[src/rtl/rdc_pkg.sv]
// Shared definitions for the read-data collector: beat/burst widths, host chunking
// and the tag encoding stored in the outstanding-read FIFO.
package rdc_pkg;

    localparam logic TAG_HOST = 1'b0;
    localparam logic TAG_PR   = 1'b1;

    typedef enum logic {
        OUT_IDLE = 1'b0,
        OUT_SEND = 1'b1
    } out_state_e;

    function automatic int beat_width(input int dq_width);
        return 4 * dq_width;
    endfunction

    function automatic int burst_width(input int dq_width);
        return 8 * dq_width;
    endfunction

    function automatic int nchunk(input int dq_width, input int host_width);
        return (8 * dq_width) / host_width;
    endfunction

    // Index width that stays legal when there is only one chunk.
    function automatic int idx_width(input int n);
        return (n > 1) ? $clog2(n) : 1;
    endfunction

endpackage

[src/rtl/rd_data_collector_if.sv]
// Host return path of the read-data collector, plus the output FSM state for observation.
// Handshake: a chunk transfers on a clock edge where host_valid && host_ready; while host_valid
// is high and host_ready low, host_data and host_last hold steady and host_valid stays high.
interface rd_data_collector_if #(
    parameter int HOST_WIDTH = 256
);
    import rdc_pkg::*;

    logic                  host_valid;
    logic [HOST_WIDTH-1:0] host_data;
    logic                  host_last;
    logic                  host_ready;
    out_state_e            state_dbg;

    modport master (
        output host_valid,
        output host_data,
        output host_last,
        output state_dbg,
        input  host_ready
    );

    modport slave (
        input  host_valid,
        input  host_data,
        input  host_last,
        input  state_dbg,
        output host_ready
    );

endinterface

[src/rtl/rdc_tag_fifo.sv]
// Outstanding-read tag FIFO: 1-bit entries, registered full/empty, push and pop in one
// cycle keep occupancy unchanged (a push at full is accepted only alongside a pop).
module rdc_tag_fifo #(
    parameter int DEPTH = 16
) (
    input  logic clk,
    input  logic rst,
    input  logic push,
    input  logic push_data,
    input  logic pop,
    output logic pop_data,
    output logic full,
    output logic empty
);
    localparam int AW = (DEPTH > 1) ? $clog2(DEPTH) : 1;
    localparam logic [AW:0] DEPTH_C = (AW + 1)'(DEPTH);

    logic          mem_q [DEPTH];
    logic [AW-1:0] wr_ptr_q;
    logic [AW-1:0] rd_ptr_q;
    logic [AW:0]   count_q;
    logic [AW:0]   count_d;
    logic          full_q;
    logic          empty_q;
    logic          do_push;
    logic          do_pop;

    assign do_pop  = pop && !empty_q;
    assign do_push = push && (!full_q || do_pop);

    always_comb begin
        count_d = count_q;
        if (do_push && !do_pop) begin
            count_d = count_q + 1'b1;
        end else if (do_pop && !do_push) begin
            count_d = count_q - 1'b1;
        end
    end

    always_ff @(posedge clk) begin
        if (rst) begin
            wr_ptr_q <= '0;
            rd_ptr_q <= '0;
            count_q  <= '0;
            full_q   <= 1'b0;
            empty_q  <= 1'b1;
        end else begin
            if (do_push) wr_ptr_q <= wr_ptr_q + 1'b1;
            if (do_pop)  rd_ptr_q <= rd_ptr_q + 1'b1;
            count_q <= count_d;
            full_q  <= (count_d == DEPTH_C);
            empty_q <= (count_d == '0);
        end
    end

    always_ff @(posedge clk) begin
        if (do_push) mem_q[wr_ptr_q] <= push_data;
    end

    assign pop_data = mem_q[rd_ptr_q];
    assign full     = full_q;
    assign empty    = empty_q;

endmodule

[src/rtl/rd_data_collector.sv]
// Pairs dispatcher read issues with PHY read bursts; host bursts stream out in chunks,
// periodic bursts go to pr_done/pr_data. Optional counters: RD_COLLECTOR_STATS_EN.
module rd_data_collector
    import rdc_pkg::*;
#(
    parameter int DQ_WIDTH   = 64,
    parameter int HOST_WIDTH = 256,
    parameter int TAG_DEPTH  = 16
) (
    input  logic                  clk,
    input  logic                  rst,
    input  logic                  rd_issue,
    input  logic                  rd_issue_pr,
    input  logic                  dfi_rddata_valid,
    input  logic [4*DQ_WIDTH-1:0] dfi_rddata,
    rd_data_collector_if.master   host,
    output logic                  pr_done,
    output logic [8*DQ_WIDTH-1:0] pr_data,
    output logic                  tag_full,
    output logic                  err_overflow,
    output logic                  err_notag,
    input  logic                  err_clr
`ifdef RD_COLLECTOR_STATS_EN
    ,
    output logic [31:0]           stat_host_cnt,
    output logic [31:0]           stat_pr_cnt,
    output logic [31:0]           stat_drop_cnt
`endif
);
    localparam int BEAT_W  = beat_width(DQ_WIDTH);
    localparam int BURST_W = burst_width(DQ_WIDTH);
    localparam int NCHUNK  = nchunk(DQ_WIDTH, HOST_WIDTH);
    localparam int KW      = idx_width(NCHUNK);
    localparam logic [KW-1:0] K_LAST = KW'(NCHUNK - 1);

    // Beat assembly
    logic               beat_q;
    logic [BEAT_W-1:0]  lo_q;
    logic               burst_done;
    logic [BURST_W-1:0] burst;

    always_ff @(posedge clk) begin
        if (rst) begin
            beat_q <= 1'b0;
            lo_q   <= '0;
        end else if (dfi_rddata_valid) begin
            beat_q <= ~beat_q;
            if (!beat_q) lo_q <= dfi_rddata;
        end
    end

    assign burst_done = dfi_rddata_valid && beat_q;
    assign burst      = {dfi_rddata, lo_q};

    // Tag FIFO and routing
    logic head_tag;
    logic fifo_empty;
    logic fifo_full;
    logic route_pr;
    logic route_host;

    rdc_tag_fifo #(
        .DEPTH (TAG_DEPTH)
    ) u_tag_fifo (
        .clk       (clk),
        .rst       (rst),
        .push      (rd_issue),
        .push_data (rd_issue_pr),
        .pop       (burst_done),
        .pop_data  (head_tag),
        .full      (fifo_full),
        .empty     (fifo_empty)
    );

    assign tag_full = fifo_full;

    // A burst with no tag available is treated as a host read.
    assign route_pr   = burst_done && !fifo_empty && (head_tag == TAG_PR);
    assign route_host = burst_done && !route_pr;

    // Output FSM
    out_state_e                         state_q;
    out_state_e                         state_d;
    logic [KW-1:0]                      k_q;
    logic [KW-1:0]                      k_d;
    logic [NCHUNK-1:0][HOST_WIDTH-1:0]  buf_q;
    logic                               chunk_accept;
    logic                               last_accept;
    logic                               buf_free;
    logic                               host_load;
    logic                               host_drop;

    assign chunk_accept = (state_q == OUT_SEND) && host.host_ready;
    assign last_accept  = chunk_accept && (k_q == K_LAST);
    // The buffer frees up in the same cycle its last chunk is taken.
    assign buf_free     = (state_q == OUT_IDLE) || last_accept;
    assign host_load    = route_host && buf_free;
    assign host_drop    = route_host && !buf_free;

    always_ff @(posedge clk) begin
        if (rst) begin
            state_q <= OUT_IDLE;
            k_q     <= '0;
            buf_q   <= '0;
        end else begin
            state_q <= state_d;
            k_q     <= k_d;
            if (host_load) buf_q <= burst;
        end
    end

    always_comb begin
        state_d = state_q;
        k_d     = k_q;
        case (state_q)
            OUT_IDLE: begin
                if (host_load) begin
                    state_d = OUT_SEND;
                    k_d     = '0;
                end
            end
            OUT_SEND: begin
                if (chunk_accept) begin
                    if (k_q == K_LAST) begin
                        state_d = host_load ? OUT_SEND : OUT_IDLE;
                        k_d     = '0;
                    end else begin
                        k_d = k_q + 1'b1;
                    end
                end
            end
            default: begin
                state_d = OUT_IDLE;
                k_d     = '0;
            end
        endcase
    end

    always_comb begin
        host.host_valid = 1'b0;
        host.host_last  = 1'b0;
        host.host_data  = '0;
        host.state_dbg  = state_q;
        if (state_q == OUT_SEND) begin
            host.host_valid = 1'b1;
            host.host_last  = (k_q == K_LAST);
            host.host_data  = buf_q[k_q];
        end
    end

    // Periodic-read delivery
    always_ff @(posedge clk) begin
        if (rst) begin
            pr_done <= 1'b0;
            pr_data <= '0;
        end else begin
            pr_done <= route_pr;
            if (route_pr) pr_data <= burst;
        end
    end

    // Sticky errors; a clear wins over a same-cycle set.
    always_ff @(posedge clk) begin
        if (rst) begin
            err_overflow <= 1'b0;
            err_notag    <= 1'b0;
        end else if (err_clr) begin
            err_overflow <= 1'b0;
            err_notag    <= 1'b0;
        end else begin
            if (host_drop)                 err_overflow <= 1'b1;
            if (burst_done && fifo_empty)  err_notag    <= 1'b1;
        end
    end

`ifdef RD_COLLECTOR_STATS_EN
    always_ff @(posedge clk) begin
        if (rst || err_clr) begin
            stat_host_cnt <= '0;
            stat_pr_cnt   <= '0;
            stat_drop_cnt <= '0;
        end else begin
            if (last_accept && (stat_host_cnt != 32'hFFFF_FFFF)) stat_host_cnt <= stat_host_cnt + 32'd1;
            if (route_pr    && (stat_pr_cnt   != 32'hFFFF_FFFF)) stat_pr_cnt   <= stat_pr_cnt + 32'd1;
            if (host_drop   && (stat_drop_cnt != 32'hFFFF_FFFF)) stat_drop_cnt <= stat_drop_cnt + 32'd1;
        end
    end
`endif

endmodule
[src/flat_wrapper.sv]
// flat-port wrapper written by rule: the top's interface ports become plain ports
module rd_data_collector_flat import rdc_pkg::*;
#(
    parameter int DQ_WIDTH   = 64,
    parameter int HOST_WIDTH = 256,
    parameter int TAG_DEPTH  = 16
)
  (clk, rst, rd_issue, rd_issue_pr, dfi_rddata_valid, dfi_rddata, pr_done, pr_data, tag_full, err_overflow, err_notag, err_clr, host_host_valid, host_host_data, host_host_last, host_state_dbg, host_host_ready);
  rd_data_collector_if #(.HOST_WIDTH(HOST_WIDTH)) host_i ();
  input  logic clk;
  input  logic rst;
  input  logic rd_issue;
  input  logic rd_issue_pr;
  input  logic dfi_rddata_valid;
  input  logic [4*DQ_WIDTH-1:0] dfi_rddata;
  output logic pr_done;
  output logic [8*DQ_WIDTH-1:0] pr_data;
  output logic tag_full;
  output logic err_overflow;
  output logic err_notag;
  input  logic err_clr;
  output wire logic [$bits(host_i.host_valid)-1:0] host_host_valid;
  output wire logic [$bits(host_i.host_data)-1:0] host_host_data;
  output wire logic [$bits(host_i.host_last)-1:0] host_host_last;
  output wire logic [$bits(host_i.state_dbg)-1:0] host_state_dbg;
  input wire logic [$bits(host_i.host_ready)-1:0] host_host_ready;
  assign host_host_valid = host_i.host_valid;
  assign host_host_data = host_i.host_data;
  assign host_host_last = host_i.host_last;
  assign host_state_dbg = host_i.state_dbg;
  assign host_i.host_ready = host_host_ready;
  rd_data_collector #(.DQ_WIDTH(DQ_WIDTH), .HOST_WIDTH(HOST_WIDTH), .TAG_DEPTH(TAG_DEPTH)) u_core (.clk(clk), .rst(rst), .rd_issue(rd_issue), .rd_issue_pr(rd_issue_pr), .dfi_rddata_valid(dfi_rddata_valid), .dfi_rddata(dfi_rddata), .host(host_i), .pr_done(pr_done), .pr_data(pr_data), .tag_full(tag_full), .err_overflow(err_overflow), .err_notag(err_notag), .err_clr(err_clr));
endmodule
[config.mk]
export PLATFORM = sky130hd
export DESIGN_NAME = rd_data_collector_flat
export DESIGN_NICKNAME = d
export VERILOG_FILES = /design/src/rtl/rdc_pkg.sv /design/src/rtl/rd_data_collector_if.sv /design/src/rtl/rdc_tag_fifo.sv /design/src/rtl/rd_data_collector.sv /design/src/flat_wrapper.sv
export SDC_FILE = /design/constraint.sdc
export NUM_CORES = 2
export LEC_CHECK = 0
export ABC_AREA = 1
export ABC_CLOCK_PERIOD_IN_PS = 4500
export BUFFER_PORTS_ARGS = -buffer_cell sky130_fd_sc_hd__clkbuf_2
export CORE_AREA = 3 3 407 409
export CTS_BUF_LIST = sky130_fd_sc_hd__clkbuf_4 sky130_fd_sc_hd__clkbuf_8 sky130_fd_sc_hd__clkbuf_16
export CTS_CLUSTER_DIAMETER = 50
export DETAILED_ROUTE_END_ITERATION = 16
export DIE_AREA = 0 0 410 412
export PLACE_DENSITY = 0.49
export SKIP_CTS_REPAIR_TIMING = 1
export SYNTH_ARGS = -nofsm -noshare
export SYNTH_HDL_FRONTEND = slang
export SYNTH_HIERARCHICAL = 1
export SYNTH_SLANG_ARGS = --single-unit
[constraint.sdc]
create_clock -name clk -period 4.5 [get_ports clk]
set_input_delay 1.35 -clock clk [delete_from_list [all_inputs] [get_ports clk]]
set_output_delay 1.35 -clock clk [all_outputs]
set_load 0.1 [all_outputs]
==> impl_results.md <==
- TNS Setup: 0 ns
- Number of CTS-inserted buffers: 168
- PortBufs: a little over 1,000
- Post-place setup slack: just under 1 ns
- Slew Limit Headroom: 18.6%
- Fmax: about 0.23 GHz
- WS Path Type: register to output port
- Warnings, synthesis: 6
- Total of max-cap violations: 0
- RSZ-0062 raised after global routing: false
- Fillers: 17,200
- Post-route DRC violation count: 0
- GP Congestion: 0.892
- Vias in the first global route: approximately 47,000
- Mux cell area share after synthesis: 0%
- Synth Area in XOR/XNOR: less than 1%
- TritonRoute pass-1 iters: 6
- Fin crit period: 4.28 ns
- Core area: about 160,000 sq um
- Initial core utilization: 32.3%
- Grt total ovfl: 0
- Clock Root Buffer: clkbuf_16
- Worst setup EP type: output port
- Layout area overhead: 26.1%
- First-pass GRT wire length: 306,000 microns
- Final Max Tran Viols: 0
- Final WL: ~210,000 microns
- Layout cell share with drive strength beyond 1: 17.7%
- Initial DRC count: 3,887
- Main combinational cell family by area after synthesis: simple AND/OR/NAND/NOR gates
- CTS tree: yes
- H-tree depth: 4
- Die Wd: 410 microns
- Area share of fa/ha/maj cells after synthesis: 0.167%
- Final setup viols: 0
- CP Max Fanout: 76
- Row Count: between 100 and 150
- Die height: 412 microns
- Vias/cell: 4.77
- Clock Sinks: 1,321
- Clock Latency Late Sink: about 0.81 ns
- DR WL/cell: 19.7 microns
- Yosys cell types: 28
- Clk pin slew, worst setup/hold paths: 0.06 ns
- Final hold vios: 0
- Tcrit/Tclk final: 95.1%
- Compound-Gate Fraction of Synth Area: 10.1%
- Final Skew: approximately 0.037 ns
- Worst path setup slack after routing: 0.221 ns
- Number of I/O pins: 1,038
- Worst Path Required: 3.15 ns
- Crit start category: register
- Maximum VDD drop: 381 uV
- Lkg Pwr: 30.0 nW
- Syn Nets: 7,729
- Antenna viol nets, final: 0
- HP Class: register to register
- Seq/Total Area, Yosys: 50.8%
- Final net count: 8,488
- Total GRT Usage: about a quarter
- R2R Setup Slk: 1.19 ns
- Synth Area in Simple Gates: 30.3%
- Largest net degree at the start of global routing: 147
- Gate Count Post-Synth: between 7,000 and 8,000
- HPWL after DPL: 145,000 microns
- Routed via count: 50,300
- DIE AREA: 169,000 sq um
- Mapped Area: 52,400 sq um
- PD cells: 469 nW/um^2
- Tightest Pin Transition: 1.22 ns
- Worst Path Arrival: between 2 and 3 ns
- Status: finished clean
- Maximum clock path buffer count: 3
- Syn_area_per_cell: 7.03 sq um
- Synth Register Bits: 1,321
- Antenna violations before repair: 12
-- routing by layer --
metal / up-vias / part of all wire [%] / track usage, %
li1: 25000 / - / -
met5: - / 0.011 / 0
met4: 4 / 3.6 / 9.07
met1: 23600 / 42 / 29.6
met3: 296 / 6.5 / 5.37
met2: 1449 / 48 / 39.4
-- placed cells by master, fill, tap and decap left out, types with 7 or more instances in the layout --
cell type | Yosys | layout
clkbuf_16 | 0 | 170
buf_4 | 7 | 145
buf_12 | 0 | 86
nor2_1 | 2091 | 2091
a21oi_1 | 271 | 271
clkinv_2 | 0 | 27
clkbuf_8 | 0 | 27
clkbuf_4 | 5 | 20
ha_1 | 7 | 7
clkbuf_2 | 0 | 923
nand2_1 | 1074 | 1073
edfxtp_1 | 16 | 16
o21ai_0 | 782 | 782
nand3_1 | 781 | 781
dfxtp_1 | 1305 | 1304
inv_6 | 0 | 15
clkinvlp_4 | 0 | 16
inv_1 | 539 | 538
bufinv_16 | 0 | 15
clkinv_4 | 0 | 11
-- flip-flops by register name (all words and copies together) (netlist names), 4 cells and up, named ones only --
| register | count |
|---|---|
| u_core/buf_q | 512 |
| u_core/pr_data | 512 |
| u_core/lo_q | 256 |
| u_core/u_tag_fifo/mem_q | 16 |
| u_core/u_tag_fifo/count_q | 5 |
| u_core/u_tag_fifo/rd_ptr_q | 4 |
| u_core/u_tag_fifo/wr_ptr_q | 4 |
-- cells in the mapped netlist --
cell,instances,share of area [%]
a21oi_1,271,2.6
buf_1,15,0.11
buf_2,212,2.0
buf_4,7,0.10
buf_6,1,0.021
clkbuf_1,325,2.3
clkbuf_4,5,0.072
clkinv_1,2,0.014
dfxtp_1,1305,50
edfxtp_1,16,0.92
ha_1,7,0.17
inv_1,539,3.9
inv_2,4,0.029
nand2_1,1074,7.7
nand2_2,3,0.036
nand3_1,781,7.5
nand3_4,1,0.033
nand4_1,2,0.024
nor2_1,2091,15
nor2_2,3,0.036
nor2_4,2,0.043
nor3_1,2,0.019
o211ai_1,4,0.057
o21a_1,1,0.014
o21ai_0,782,7.5
o21ai_2,1,0.017
or2_2,1,0.012
xor2_1,2,0.033
-- critical path, cell delays in order (launching register included) --
cell and delay [ns]:
dfxtp_1 0.47, nand2_1 0.20, clkinv_8 0.32, buf_12 0.28
nand2_1 0.11, nand2_1 0.09, clkbuf_2 0.46
-- per-stage QoR --
step / cell area (sq um) / power, mW / cells / hold slack [ns] / utilization, %
after floorplan: 52400 / 16.0 / 7459 / 0.412 / -
after global placement: 60200 / 17.2 / 10200 / 0.430 / 37.1
after detailed placement: 60200 / 17.2 / 10200 / 0.433 / 37.1
after CTS: 66000 / 31.4 / 10500 / 0.446 / 40.7
after global routing: 66100 / 32.2 / 10500 / 0.466 / 40.7
final: 66100 / 31.0 / 10500 / 0.449 / 40.7
-- area by class of cell --
class / instances / area, sq um / area share, %
Clock inverter: 94 / 1090 / 1.65
Clock buffer: 217 / 4780 / 7.23
Timing Repair Buffer: 1154 / 7430 / 11.2
Inverter: 545 / 2080 / 3.15
Antenna cell: 5 / 12.5 / 0.0189
Tap cell: 2175 / 2720 / 4.12
Multi-Input combinational cell: 5028 / 21300 / 32.3
Sequential cell: 1321 / 26600 / 40.3
-- final timing paths --
| kind | end | depth (start not counted) | start |
|---|---|---|---|
| min | u_core/u_tag_fifo/rd_ptr_q[3] | 1 | u_core/u_tag_fifo/rd_ptr_q[3] |
| max reg2reg | u_core/pr_data[445] | 14 | register |
| max | host_host_data[152] | 6 | u_core/k_q |
| min reg2reg | u_core/u_tag_fifo/rd_ptr_q[3] | 1 | u_core/u_tag_fifo/rd_ptr_q[3] |
-- report_power, final --
part | internal [mW] | total, mW | switching, mW
logic | 0.952 | 4.12 | 3.17
clock network | 8.45 | 14.1 | 5.61
registers | 12.4 | 12.8 | 0.442
total | 21.8 | 31.0 | 9.22
-- cells by family (layout without fill, tap and decap cells) --
family | after synthesis | count (layout)
compound gates | 1059 | 1059
simple gates | 3960 | 3960
flops | 1321 | 1321
xor+xnor | 2 | 2
buf+inv | 1110 | 2010
other cells | 0 | 5
fa+ha+maj | 7 | 7
No activity file was read; power rests on OpenSTA's default activity.
